===== config.mk =====
export PLATFORM = sky130hd
export DESIGN_NAME = act_pipe
export DESIGN_NICKNAME = d
export VERILOG_FILES = /design/src/rtl/act_pkg.sv /design/src/rtl/act_plan_seg.sv /design/src/rtl/act_pipe.sv
export SDC_FILE = /design/constraint.sdc
export NUM_CORES = 1
export LEC_CHECK = 0
export CAP_MARGIN = 10
export CORE_MARGIN = 10
export CORE_UTILIZATION = 25
export DETAILED_ROUTE_END_ITERATION = 6
export PLACE_DENSITY_LB_ADDON = 0.1
export SYNTH_ARGS = -nofsm -noshare
export SYNTH_HDL_FRONTEND = slang
export SYNTH_SLANG_ARGS = --single-unit

===== constraint.sdc =====
create_clock -name clk -period 3.6 [get_ports clk]
set_input_delay 0.54 -clock clk [delete_from_list [all_inputs] [get_ports clk]]
set_output_delay 0.54 -clock clk [all_outputs]
set_load 0.02 [all_outputs]

===== src/rtl/act_pkg.sv =====
// Shared types and F-scaled constants for the activation pipeline.
// Constant helpers take F as an argument so every instance can pick its own Q format.
package act_pkg;

    typedef enum logic [1:0] {
        MODE_HSIG  = 2'd0,
        MODE_PLAN  = 2'd1,
        MODE_HTANH = 2'd2,
        MODE_RELU  = 2'd3
    } act_mode_e;

    typedef enum logic [1:0] {
        SEG_LOW  = 2'd0,
        SEG_MID  = 2'd1,
        SEG_HIGH = 2'd2,
        SEG_SAT  = 2'd3
    } plan_seg_e;

    function automatic int fx_one(input int f);
        return 32'sd1 <<< f;
    endfunction

    function automatic int fx_five(input int f);
        return 32'sd5 <<< f;
    endfunction

    // 2.375 = 19/8
    function automatic int fx_2p375(input int f);
        return 32'sd19 <<< (f - 32'sd3);
    endfunction

    function automatic int fx_27_32(input int f);
        return 32'sd27 <<< (f - 32'sd5);
    endfunction

    function automatic int fx_5_8(input int f);
        return 32'sd5 <<< (f - 32'sd3);
    endfunction

    function automatic int fx_half(input int f);
        return 32'sd1 <<< (f - 32'sd1);
    endfunction

endpackage


===== src/rtl/act_plan_seg.sv =====
// PLAN sigmoid helper: magnitude-to-region decoder (stage 1) and
// slope/offset select for an already registered region (stage 2).
module act_plan_seg
    import act_pkg::*;
#(
    parameter int W = 16,
    parameter int F = 10
) (
    input  logic [W-1:0] dec_a,
    output plan_seg_e    dec_seg,
    input  logic [W-1:0] sel_a,
    input  plan_seg_e    sel_seg,
    output logic [W:0]   sel_f
);

    localparam logic [W-1:0] BP_SAT  = W'(fx_five(F));
    localparam logic [W-1:0] BP_HIGH = W'(fx_2p375(F));
    localparam logic [W-1:0] BP_MID  = W'(fx_one(F));
    localparam logic [W:0]   ONE_U   = (W+1)'(fx_one(F));
    localparam logic [W:0]   OFF_HIGH = (W+1)'(fx_27_32(F));
    localparam logic [W:0]   OFF_MID  = (W+1)'(fx_5_8(F));
    localparam logic [W:0]   OFF_LOW  = (W+1)'(fx_half(F));

    // Region decode from the saturated magnitude
    always_comb begin
        if (dec_a >= BP_SAT) begin
            dec_seg = SEG_SAT;
        end else if (dec_a >= BP_HIGH) begin
            dec_seg = SEG_HIGH;
        end else if (dec_a >= BP_MID) begin
            dec_seg = SEG_MID;
        end else begin
            dec_seg = SEG_LOW;
        end
    end

    // Slope (as a right shift) plus offset for the chosen region
    always_comb begin
        case (sel_seg)
            SEG_SAT:  sel_f = ONE_U;
            SEG_HIGH: sel_f = {1'b0, sel_a >> 3'd5} + OFF_HIGH;
            SEG_MID:  sel_f = {1'b0, sel_a >> 3'd3} + OFF_MID;
            SEG_LOW:  sel_f = {1'b0, sel_a >> 3'd2} + OFF_LOW;
            default:  sel_f = ONE_U;
        endcase
    end

endmodule


===== src/rtl/act_pipe.sv =====
// Three-stage fixed-point activation unit (HSIG / PLAN / HTANH / RELU) with
// valid/ready handshakes; a downstream stall freezes every stage, bubbles included.
module act_pipe
    import act_pkg::*;
#(
    parameter int W     = 16,
    parameter int F     = 10,
    parameter int TAG_W = 4
) (
    input  logic             clk,
    input  logic             rst,
    input  logic             in_valid,
    output logic             in_ready,
    input  logic [W-1:0]     in_x,
    input  logic [1:0]       in_mode,
    input  logic [TAG_W-1:0] in_tag,
    output logic             out_valid,
    input  logic             out_ready,
    output logic [W-1:0]     out_y,
    output logic [TAG_W-1:0] out_tag
);

    localparam logic signed [W:0] ONE_S     = (W+1)'(fx_one(F));
    localparam logic signed [W:0] NEG_ONE_S = -ONE_S;
    localparam logic signed [W:0] HALF_S    = (W+1)'(fx_half(F));
    localparam logic signed [W:0] ZERO_S    = '0;
    localparam logic signed [W:0] MAX_W_S   = {2'b00, {(W-1){1'b1}}};
    localparam logic signed [W:0] MIN_W_S   = {2'b11, {(W-1){1'b0}}};
    localparam logic [W-1:0]      MIN_X     = {1'b1, {(W-1){1'b0}}};
    localparam logic [W-1:0]      MAX_MAG   = {1'b0, {(W-1){1'b1}}};

    logic             stall_s;
    logic [W-1:0]     in_abs_s;
    plan_seg_e        plan_seg_s;
    logic [W:0]       plan_f_s;
    logic signed [W:0] x_ext_s, hsig_s, refl_s, fin_s;

    logic             s1_valid_q, s1_valid_d, s1_sign_q, s1_sign_d;
    logic [W-1:0]     s1_abs_q, s1_abs_d, s1_x_q, s1_x_d;
    act_mode_e        s1_mode_q, s1_mode_d;
    logic [TAG_W-1:0] s1_tag_q, s1_tag_d;
    plan_seg_e        s1_seg_q, s1_seg_d;

    logic             s2_valid_q, s2_valid_d, s2_sign_q, s2_sign_d;
    act_mode_e        s2_mode_q, s2_mode_d;
    logic [TAG_W-1:0] s2_tag_q, s2_tag_d;
    logic signed [W:0] s2_val_q, s2_val_d;

    logic             out_valid_q, out_valid_d;
    logic [W-1:0]     out_y_q, out_y_d;
    logic [TAG_W-1:0] out_tag_q, out_tag_d;

    assign stall_s   = out_valid_q && !out_ready;
    assign in_ready  = !stall_s;
    assign out_valid = out_valid_q;
    assign out_y     = out_y_q;
    assign out_tag   = out_tag_q;

    // The most negative input has no positive twin, so its magnitude saturates.
    assign in_abs_s = !in_x[W-1] ? in_x : ((in_x == MIN_X) ? MAX_MAG : -in_x);
    assign x_ext_s  = {s1_x_q[W-1], s1_x_q};
    assign hsig_s   = (x_ext_s >>> 3'd3) + HALF_S;

    act_plan_seg #(.W(W), .F(F)) u_plan_seg (
        .dec_a   (in_abs_s),
        .dec_seg (plan_seg_s),
        .sel_a   (s1_abs_q),
        .sel_seg (s1_seg_q),
        .sel_f   (plan_f_s)
    );

    // Stage 1: capture sign, magnitude, PLAN region and sideband
    always_comb begin
        if (!stall_s) begin
            s1_valid_d = in_valid;
            s1_sign_d  = in_x[W-1];
            s1_abs_d   = in_abs_s;
            s1_x_d     = in_x;
            s1_mode_d  = act_mode_e'(in_mode);
            s1_tag_d   = in_tag;
            s1_seg_d   = plan_seg_s;
        end else begin
            s1_valid_d = s1_valid_q;
            s1_sign_d  = s1_sign_q;
            s1_abs_d   = s1_abs_q;
            s1_x_d     = s1_x_q;
            s1_mode_d  = s1_mode_q;
            s1_tag_d   = s1_tag_q;
            s1_seg_d   = s1_seg_q;
        end
    end

    // Stage 2: PLAN segment value or the clamp/compare result of the other modes
    always_comb begin
        if (!stall_s) begin
            s2_valid_d = s1_valid_q;
            s2_sign_d  = s1_sign_q;
            s2_mode_d  = s1_mode_q;
            s2_tag_d   = s1_tag_q;
            case (s1_mode_q)
                MODE_HSIG: begin
                    if (hsig_s < ZERO_S)     s2_val_d = ZERO_S;
                    else if (hsig_s > ONE_S) s2_val_d = ONE_S;
                    else                     s2_val_d = hsig_s;
                end
                MODE_PLAN: s2_val_d = $signed(plan_f_s);
                MODE_HTANH: begin
                    if (x_ext_s > ONE_S)          s2_val_d = ONE_S;
                    else if (x_ext_s < NEG_ONE_S) s2_val_d = NEG_ONE_S;
                    else                          s2_val_d = x_ext_s;
                end
                MODE_RELU: begin
                    if (x_ext_s < ZERO_S) s2_val_d = ZERO_S;
                    else                  s2_val_d = x_ext_s;
                end
                default: s2_val_d = ZERO_S;
            endcase
        end else begin
            s2_valid_d = s2_valid_q;
            s2_sign_d  = s2_sign_q;
            s2_mode_d  = s2_mode_q;
            s2_tag_d   = s2_tag_q;
            s2_val_d   = s2_val_q;
        end
    end

    // Stage 3: negative-side PLAN reflection and final range clamp
    always_comb begin
        if ((s2_mode_q == MODE_PLAN) && s2_sign_q) refl_s = ONE_S - s2_val_q;
        else                                       refl_s = s2_val_q;
        if (refl_s > MAX_W_S)      fin_s = MAX_W_S;
        else if (refl_s < MIN_W_S) fin_s = MIN_W_S;
        else                       fin_s = refl_s;
        if (!stall_s) begin
            out_valid_d = s2_valid_q;
            out_y_d     = fin_s[W-1:0];
            out_tag_d   = s2_tag_q;
        end else begin
            out_valid_d = out_valid_q;
            out_y_d     = out_y_q;
            out_tag_d   = out_tag_q;
        end
    end

    // Pipeline registers
    always_ff @(posedge clk or posedge rst) begin
        if (rst) begin
            s1_valid_q  <= 1'b0;
            s1_sign_q   <= 1'b0;
            s1_abs_q    <= '0;
            s1_x_q      <= '0;
            s1_mode_q   <= MODE_HSIG;
            s1_tag_q    <= '0;
            s1_seg_q    <= SEG_LOW;
            s2_valid_q  <= 1'b0;
            s2_sign_q   <= 1'b0;
            s2_mode_q   <= MODE_HSIG;
            s2_tag_q    <= '0;
            s2_val_q    <= '0;
            out_valid_q <= 1'b0;
            out_y_q     <= '0;
            out_tag_q   <= '0;
        end else begin
            s1_valid_q  <= s1_valid_d;
            s1_sign_q   <= s1_sign_d;
            s1_abs_q    <= s1_abs_d;
            s1_x_q      <= s1_x_d;
            s1_mode_q   <= s1_mode_d;
            s1_tag_q    <= s1_tag_d;
            s1_seg_q    <= s1_seg_d;
            s2_valid_q  <= s2_valid_d;
            s2_sign_q   <= s2_sign_d;
            s2_mode_q   <= s2_mode_d;
            s2_tag_q    <= s2_tag_d;
            s2_val_q    <= s2_val_d;
            out_valid_q <= out_valid_d;
            out_y_q     <= out_y_d;
            out_tag_q   <= out_tag_d;
        end
    end

endmodule


==> results.md, run 1 <==
* Status: completed
* Number of input and output port buffers inserted at 47
* Final setup fails at 0
* Fraction of final layout cells sized beyond drive strength 1 at 6.43%
* Crit Path Class: in2reg
* Worst IR drop on VDD at 0.200 mV
* Root Buffer Master: clkbuf_16
* Count of cells resized by post-cts repair at 0
* Leakage power of the design at 2.61 nW
* Initial antenna violation count at 0
* Post-synthesis net count at 604
* Post-detailed-route wirelength per cell at 16.1 um
* Sum Neg Setup Slack at 0 ns
* Number of flops mapped to enable cells by yosys at 0
* Biggest area consumer among synthesized cells: dfrtp_1
* Clock tree from TritonCTS: done
* Count of H-tree levels built during CTS at 3
* Total wire length after detailed routing at 14.0 mm
* Vias per cell at 4.85
* Core area at 19300 um^2
* Starting DRC count in detailed routing at 248
* Overall fraction of global-route tracks in use at 11.2%
* Worst hold path startpoint: out_tag[2]
* Effective utilization at floorplan at 25.3%
* Power density of the placed cells at 718 nW/um^2
* Final period demand of the worst path at 2.86 ns
* Sequential standard cell area at 2100 um^2
* Weighted congestion at the end of routability-driven global placement at 0.808
* Maximum capacitance violations at 0
* Routed length on met3 at 634 um
* Area overhead of the layout relative to synthesis at 23.0%
* RSZ-0062 raised after global routing: no
* Vias after detailed routing at 4231
* WL met2 at 6.38 mm
* Diodes inserted at 0
* Dominant register cell in the synthesized netlist: dfrtp_1
* Setup skew after layout at 0.00619 ns
* Vias in the first global route at 4285
* Filler instances at 2063
* Chip height at 160 um
* Buffers inserted by post-CTS timing repair at 0
* Final cycle utilization of the critical path at 79.6%
* Worst R2R Setup Slack at 1.14 ns
* CP max FO at 5
* Detailed Routing Iterations Pass 1 at 4
* Count of cells along the worst hold path at 2
* Number of clock sinks seen by CTS at 84
* Number of storage elements in the synthesis netlist at 84
* First-pass GRT wire length at 23.4 mm
* Post-Layout Cell Count at 872
* Type of the tightest min-delay check: reg2reg
* Floorplan row count at 51
* Kind of start point of the critical path: primary input
* Final hold violations at 0
* Mean post-synth cell area at 8.62 um^2
* Cell variety after synth at 59
* Post-synth top area share at 43.0%
* Required time of the critical path at 3.83 ns
* Post-Syn Area at 4890 um^2
* Slowest-stage cell, CP: or3b_2
* Final slew viol count at 0
* Capturing element type of the critical path: flop
* Multi-input gate area at 2600 um^2
* CTS clk-pin slew, worst paths at 0.07 ns
* Number of warning messages in the yosys log at 0
* Sum of overflow across all layers after global routing at 0
* Number of remaining DRC errors at 0
* Remaining antenna violation count after routing at 0
* Sequential element share of the synthesized area at 43.0%
* Endpoint of the lowest-slack register-to-register path: s2_val_q[1]
* Quantity of hold-fixing buffers added after cts at 0
* CTS Buf Count at 9
* Power consumption at 4.32 mW
* Slowest Stage Delay on Critical Path at 0.52 ns
* Critical R2R Launch: s1_x_q[12]
* Actual slew at the worst max-slew pin at 1.04 ns
* Width of the die at 160 um
* Maximum root-to-sink buffer count at 2
* Critical path arrival at 3.09 ns
* Detailed Place HPWL at 10.7 mm
* Max Clk Rate at 0.349 GHz
* Number of top-level design ports at 48
* Uppermost layer routed: met4
* Max-slew headroom at 29.8%
* Net count reported at finish at 639
* Length of routed wiring on met1 at 6.82 mm
* Largest net degree at the start of global routing at 39
* Crit path cell chain: clkdlybuf4s50_1 > inv_1 > ha_1 > or3b_2 > or4_4 > o31ai_4 > xor2_1 > nand4_1 > o32a_1
* Die area at 25600 um^2
* Fin util at 31.1%
* Biggest area contributors in the synthesized netlist: dfrtp_1 43%, nand2_1 9.1%, nor2_1 3.3%
* # placed instances at 856
* Worst Reg2Reg Path Length in Cells at 9
* Async S/R FF share, synth at 100%
* Hold path endpoint: out_tag[2]
* Clock latency at the later pin of the worst-skew pair at 0.34 ns
* Post-synthesis cell count at 567
sequential cells by signal, indices dropped and copies added, names as in the netlist, 2 cells and up:
name / flops
s2_val_q: 16
out_y: 16
out_tag: 4
s2_mode_q: 2
s1_abs_q: 14
s2_tag_q: 4
s1_mode_q: 2
s1_tag_q: 4
s1_x_q: 15
s1_seg_q: 2
how the worst max path moves through the flow:
stage / start / to / slack (ns) / depth (start not counted)
final: in_x[0] / s1_seg_q[1] / 0.74 / 9
after global placement: in_x[0] / s1_seg_q[1] / 0.42 / 9
after detailed placement: in_x[1] / s1_seg_q[1] / 0.37 / 9
after global routing: in_x[1] / s1_seg_q[1] / 0.55 / 9
after floorplan: rst / out_tag[0] / 0.89 / 1
after CTS: in_x[1] / s1_seg_q[1] / 0.74 / 9
where the power goes:
group | internal [mW] | switching (mW) | total [mW]
clock network | 0.718 | 0.390 | 1.11
registers | 1.25 | 0.355 | 1.61
logic | 0.715 | 0.883 | 1.60
cell type report:
| cell class | instances | area share, % |
|---|---|---|
| Clock inverter | 5 | 1.77 |
| Tap cell | 265 | 5.51 |
| Timing Repair Buffer | 58 | 9.19 |
| Clock buffer | 11 | 4.20 |
| Multi-Input combinational cell | 431 | 43.2 |
| Inverter | 18 | 1.14 |
| Sequential cell | 84 | 34.9 |
kinds of logic after synthesis:
kind of cell               count (synthesis)  share of synthesized area (%)
buffers and inverters                     52                           4.15
and+or+nand+nor                          240                           22.8
muxes                                      9                           1.87
xor gates and xnor gates                  30                           5.37
adders and majority gates                 11                           2.81
DFF                                       84                           43.0
AOI/OAI and AO/OA                        141                           20.0
critical path: cells and delay by family:
| family | cells | cell delay, ns |
|---|---|---|
| AOI/OAI and AO/OA | 2 | 0.51 |
| xor gates and xnor gates | 1 | 0.20 |
| and+or+nand+nor | 3 | 1.13 |
| adders and majority gates | 1 | 0.20 |
| buffers and inverters | 2 | 0.52 |
synth_stat cells (2+ instances only):
cell and count:
nand2_1 118, dfrtp_1 84, nor2_1 43, o21ai_0 32, a21oi_1 29, clkbuf_1 28, inv_1 17, xor2_1 17
nand3_1 14, xnor2_1 13, o22a_1 12, ha_1 11, nor3_1 11, a221o_1 9, mux2i_1 8, nand4_1 8
nand2b_1 7, o22ai_1 7, o31ai_1 7, a22o_1 6, a31oi_1 6, nor2b_1 6, nor4_1 6, a21o_1 5
buf_1 5, nor4b_1 4, o32a_1 4, a2111oi_0 3, a22oi_1 3, a41oi_1 3, nand3b_1 3, a221oi_1 2
and2_1 2, and3_1 2, and3b_1 2, nand4b_1 2, o21a_1 2, or2_2 2, or3_1 2, or4_1 2
or4_4 2
per-layer routing:
layer,vias to the layer above,track usage (%)
met1,2030,14.8
met5,-,0
met3,11,3.29
met4,0,3.30
li1,2110,-
met2,80,17.5
layout by cell type (no fill, tap or decap), types with 3 or more instances in the layout:
master,instances
nor2b_1,5
xor2_1,17
nand3b_1,3
a22o_1,6
a41oi_1,3
o31ai_1,7
nand2b_1,7
nand4_1,8
nor4b_1,4
nand2_1,118
o32a_1,4
a22oi_1,3
buf_4,11
dfrtp_1,84
nor2_1,43
o21ai_0,32
ha_1,11
a21oi_1,29
nor3_1,11
a221o_1,9
bufinv_16,3
a31oi_1,6
nor4_1,6
clkdlybuf4s50_1,47
o22a_1,12
a2111oi_0,3
xnor2_1,13
nand3_1,14
a21o_1,5
clkbuf_16,9
inv_1,16
o22ai_1,7
mux2i_1,8
stage by stage:
stage	hold slack, ns	worst slack (ns)	instance area (um^2)
after floorplan	0.430	0.895	4890
after global placement	0.450	0.421	5660
after detailed placement	0.456	0.366	5660
after CTS	0.472	0.738	6010
after global routing	0.492	0.550	6010
final	0.467	0.736	6010
Power figures use the tool's default switching activity.
==> run 2: changes to the inputs <==
clock period = 2.4 ns   (was 3.6 ns; I/O delays follow)
==> run 2 against run 1 <==
Compared with the run above: flip-flop and latch count is the same; worst hold slack lost 0.035 ns; routed wire length grew 6.0%; critical path depth grew 11; die area is the same; worst setup slack lost 0.66 ns; via count grew 5.3%.
==> results.md, run 2 (same netlist as run 1, synthesis figures left out) <==
* Initial antenna violation count at 0 (unchanged)
* Type of the tightest min-delay check: in2reg
* Part of the total power dissipated in the clock network at 23.1% (-2.6 points)
* Vias per cell at 4.69 (-3.3%)
* Number of top-level design ports at 48 (unchanged)
* Status: completed
* Multi-input gate area at 2640 um^2 (+1.5%)
* Sequential standard cell area at 2100 um^2 (unchanged)
* Setup skew after layout at 0.00678 ns (+0.000596 ns)
* Chip height at 160 um (unchanged)
* Startpoint of the most critical setup path: in_x[0]
* Total placed instance area at 6120 um^2 (+8.2%)
* Power density of the placed cells at 1010 nW/um^2 (+40%)
* Starting DRC count in detailed routing at 285 (+15%)
* Sum Neg Setup Slack at 0 ns (unchanged)
* Sum of overflow across all layers after global routing at 0 (unchanged)
* Max-slew headroom at 54.5% (+25 points)
* Effective utilization at floorplan at 25.3% (unchanged)
* Sequential cell fraction of total power at 34.1% (-3.2 points)
* Post-detailed-route wirelength per cell at 15.6 um (-2.7%)
* Largest delay contributor family on the critical path: buffers and inverters
* Critical R2R Launch: s1_x_q[13]
* Detailed Place HPWL at 11.1 mm (+4.0%)
* Clock latency at the later pin of the worst-skew pair at 0.34 ns (about the same)
* Floorplan row count at 51 (unchanged)
* Detailed Routing Iterations Pass 1 at 4 (unchanged)
* Slowest Stage Delay on Critical Path at 0.12 ns (-0.40 ns)
* Final hold violations at 0 (unchanged)
* Kind of start point of the critical path: primary input
* Core area at 19300 um^2 (unchanged)
* Final cycle utilization of the critical path at 97.0%
* Portion of total power attributed to combinational logic at 42.8% (+5.8 points)
* Area overhead of the layout relative to synthesis at 35.6%
* Most common cell after layout, fill and taps aside: nand2_1
* Net switching fraction of the power at 37.4% (-0.27 points)
* Switch Pwr at 2.50 mW (+53%)
* Remaining antenna violation count after routing at 0 (unchanged)
* Leakage power of the design at 3.00 nW (+15%)
* Internal at 4.17 mW (+55%)
* Die area at 25600 um^2 (unchanged)
* Worst IR drop on VDD at 0.355 mV (+77%)
* Crit path setup slack, layout at 0.0718 ns (-0.664 ns)
* Root Buffer Master: clkbuf_16
* Capturing element type of the critical path: flop
* Largest net degree at the start of global routing at 85 (+120%)
* Crit path cell chain: buf_6 > inv_2 > buf_4 > buf_4 > buf_4 > buf_4 > buf_4 > buf_4 > buf_4 > buf_4 > buf_4 > buf_4 > buf_4 > buf_4 > buf_4 > buf_4 > buf_4 > buf_4 > buf_4 > o21ai_2
* Final slew viol count at 0 (unchanged)
* Required time of the critical path at 2.67 ns (-1.16 ns)
* Clock tree from TritonCTS: done
* Width of the die at 160 um (unchanged)
* Final period demand of the worst path at 2.33 ns
* Critical path arrival at 2.60 ns (-0.49 ns)
* Maximum capacitance violations at 0 (unchanged)
* Total wire length after detailed routing at 14.9 mm (+6.0%)
* Highest-count cells in the layout ignoring fill and taps: 118 x nand2_1, 87 x buf_4, 84 x dfrtp_1, 43 x nor2_1, 38 x clkdlybuf4s50_1
* Max Clk Rate at 0.430 GHz
* Final setup fails at 0 (unchanged)
* RSZ-0062 raised after global routing: no
* Diodes inserted at 0 (unchanged)
* Worst hold path startpoint: in_x[1]
* Number of remaining DRC errors at 0 (unchanged)
* Weighted congestion at the end of routability-driven global placement at 0.817 (+1.1%)
* Maximum root-to-sink buffer count at 2 (unchanged)
* First-pass GRT wire length at 24.6 mm (+4.9%)
* Buffers plus inverters on the worst setup path at 19 (+17)
* Number of input and output port buffers inserted at 47 (unchanged)
* Vias after detailed routing at 4457 (+5.3%)
* Slowest-stage cell, CP: buf_4
* Overall fraction of global-route tracks in use at 11.7% (+0.47 points)
* Most used cell, CP: buf_4
* Final non-filler cell area at 6630 um^2 (+10%)
* Vias in the first global route at 4647 (+8.4%)
* Filler instances at 2050 (-0.63%)
* CP max FO at 2 (-3)
* Net count reported at finish at 717 (+12%)
* Number of clock sinks seen by CTS at 84 (unchanged)
* Crit Path Class: in2reg
* CTS clk-pin slew, worst paths at 0.06 ns (about the same)
* Fraction of final layout cells sized beyond drive strength 1 at 18.4% (+12 points)
* Actual slew at the worst max-slew pin at 0.677 ns (-0.362 ns)
* CTS Buf Count at 9 (unchanged)
* Count of H-tree levels built during CTS at 3 (unchanged)
* Placement-stage worst setup slack at -0.547 ns (-0.912 ns)
-- run 2: worst register-to-register path: cells and delay by family, from the launching register on --
family / cells / cell delay (ns)
buffers and inverters: 1 / 0.04
DFF: 1 / 0.35
and+or+nand+nor: 3 / 0.69
AOI/OAI and AO/OA: 3 / 0.55
adders and majority gates: 2 / 0.49
-- run 2: per-stage QoR --
stage | instances | hold WS (ns) | utilization [%] | total power, mW
final | 950 | 0.431 | 34.3 | 6.67
after global routing | 950 | 0.438 | 34.3 | 7.18
after floorplan | 567 | 0.430 | - | 3.92
after global placement | 914 | 0.444 | 31.7 | 5.13
after CTS | 949 | 0.419 | 34.2 | 6.76
after detailed placement | 914 | 0.455 | 31.7 | 5.16
-- run 2: final cells by class --
cell class / instances / share of cell area, %
inverter: 18 / 1.08
clock buffer: 11 / 3.81
multi-input combinational: 431 / 39.8
sequential: 84 / 31.7
clock inverter: 5 / 1.25
timing repair buffer: 136 / 17.4
tap: 265 / 5.00
-- run 2: routing by layer --
metal	wire length, um	vias to the layer above	global-route usage [%]
li1	-	2249	-
met1	6960	2113	14.9
met2	6950	84	19.0
met3	805	11	3.57
met4	148	0	2.80
met5	0	-	0
-- run 2: timing repair --
action                     4_1_cts  5_1_grt
setup endpoints to repair        2       12
pin swaps                        6        4
hold buffers                     0        0
resized for setup               20        6
buffers inserted                19        1
-- run 2: power groups by stage --
stage                     clock network [mW]  registers, mW  logic (mW)
after floorplan                            0           2.41        1.51
after global placement                     0           2.29        2.84
after detailed placement                   0           2.30        2.86
after CTS                               1.59           2.28        2.89
after global routing                    1.65           2.35        3.18
final                                   1.54           2.27        2.85
-- run 2: path summary, 6_finish.rpt --
path,slack (ns),cells past startpoint,to
worst max-delay path,0.07,20,s1_x_q[0]
worst max register to register,0.15,9,s2_val_q[1]
max in group asynchronous,1.54,3,out_y[5]
worst min register to register,0.46,2,out_tag[1]
worst min-delay path,0.43,4,s1_x_q[1]
min in group asynchronous,0.47,3,s1_abs_q[14]
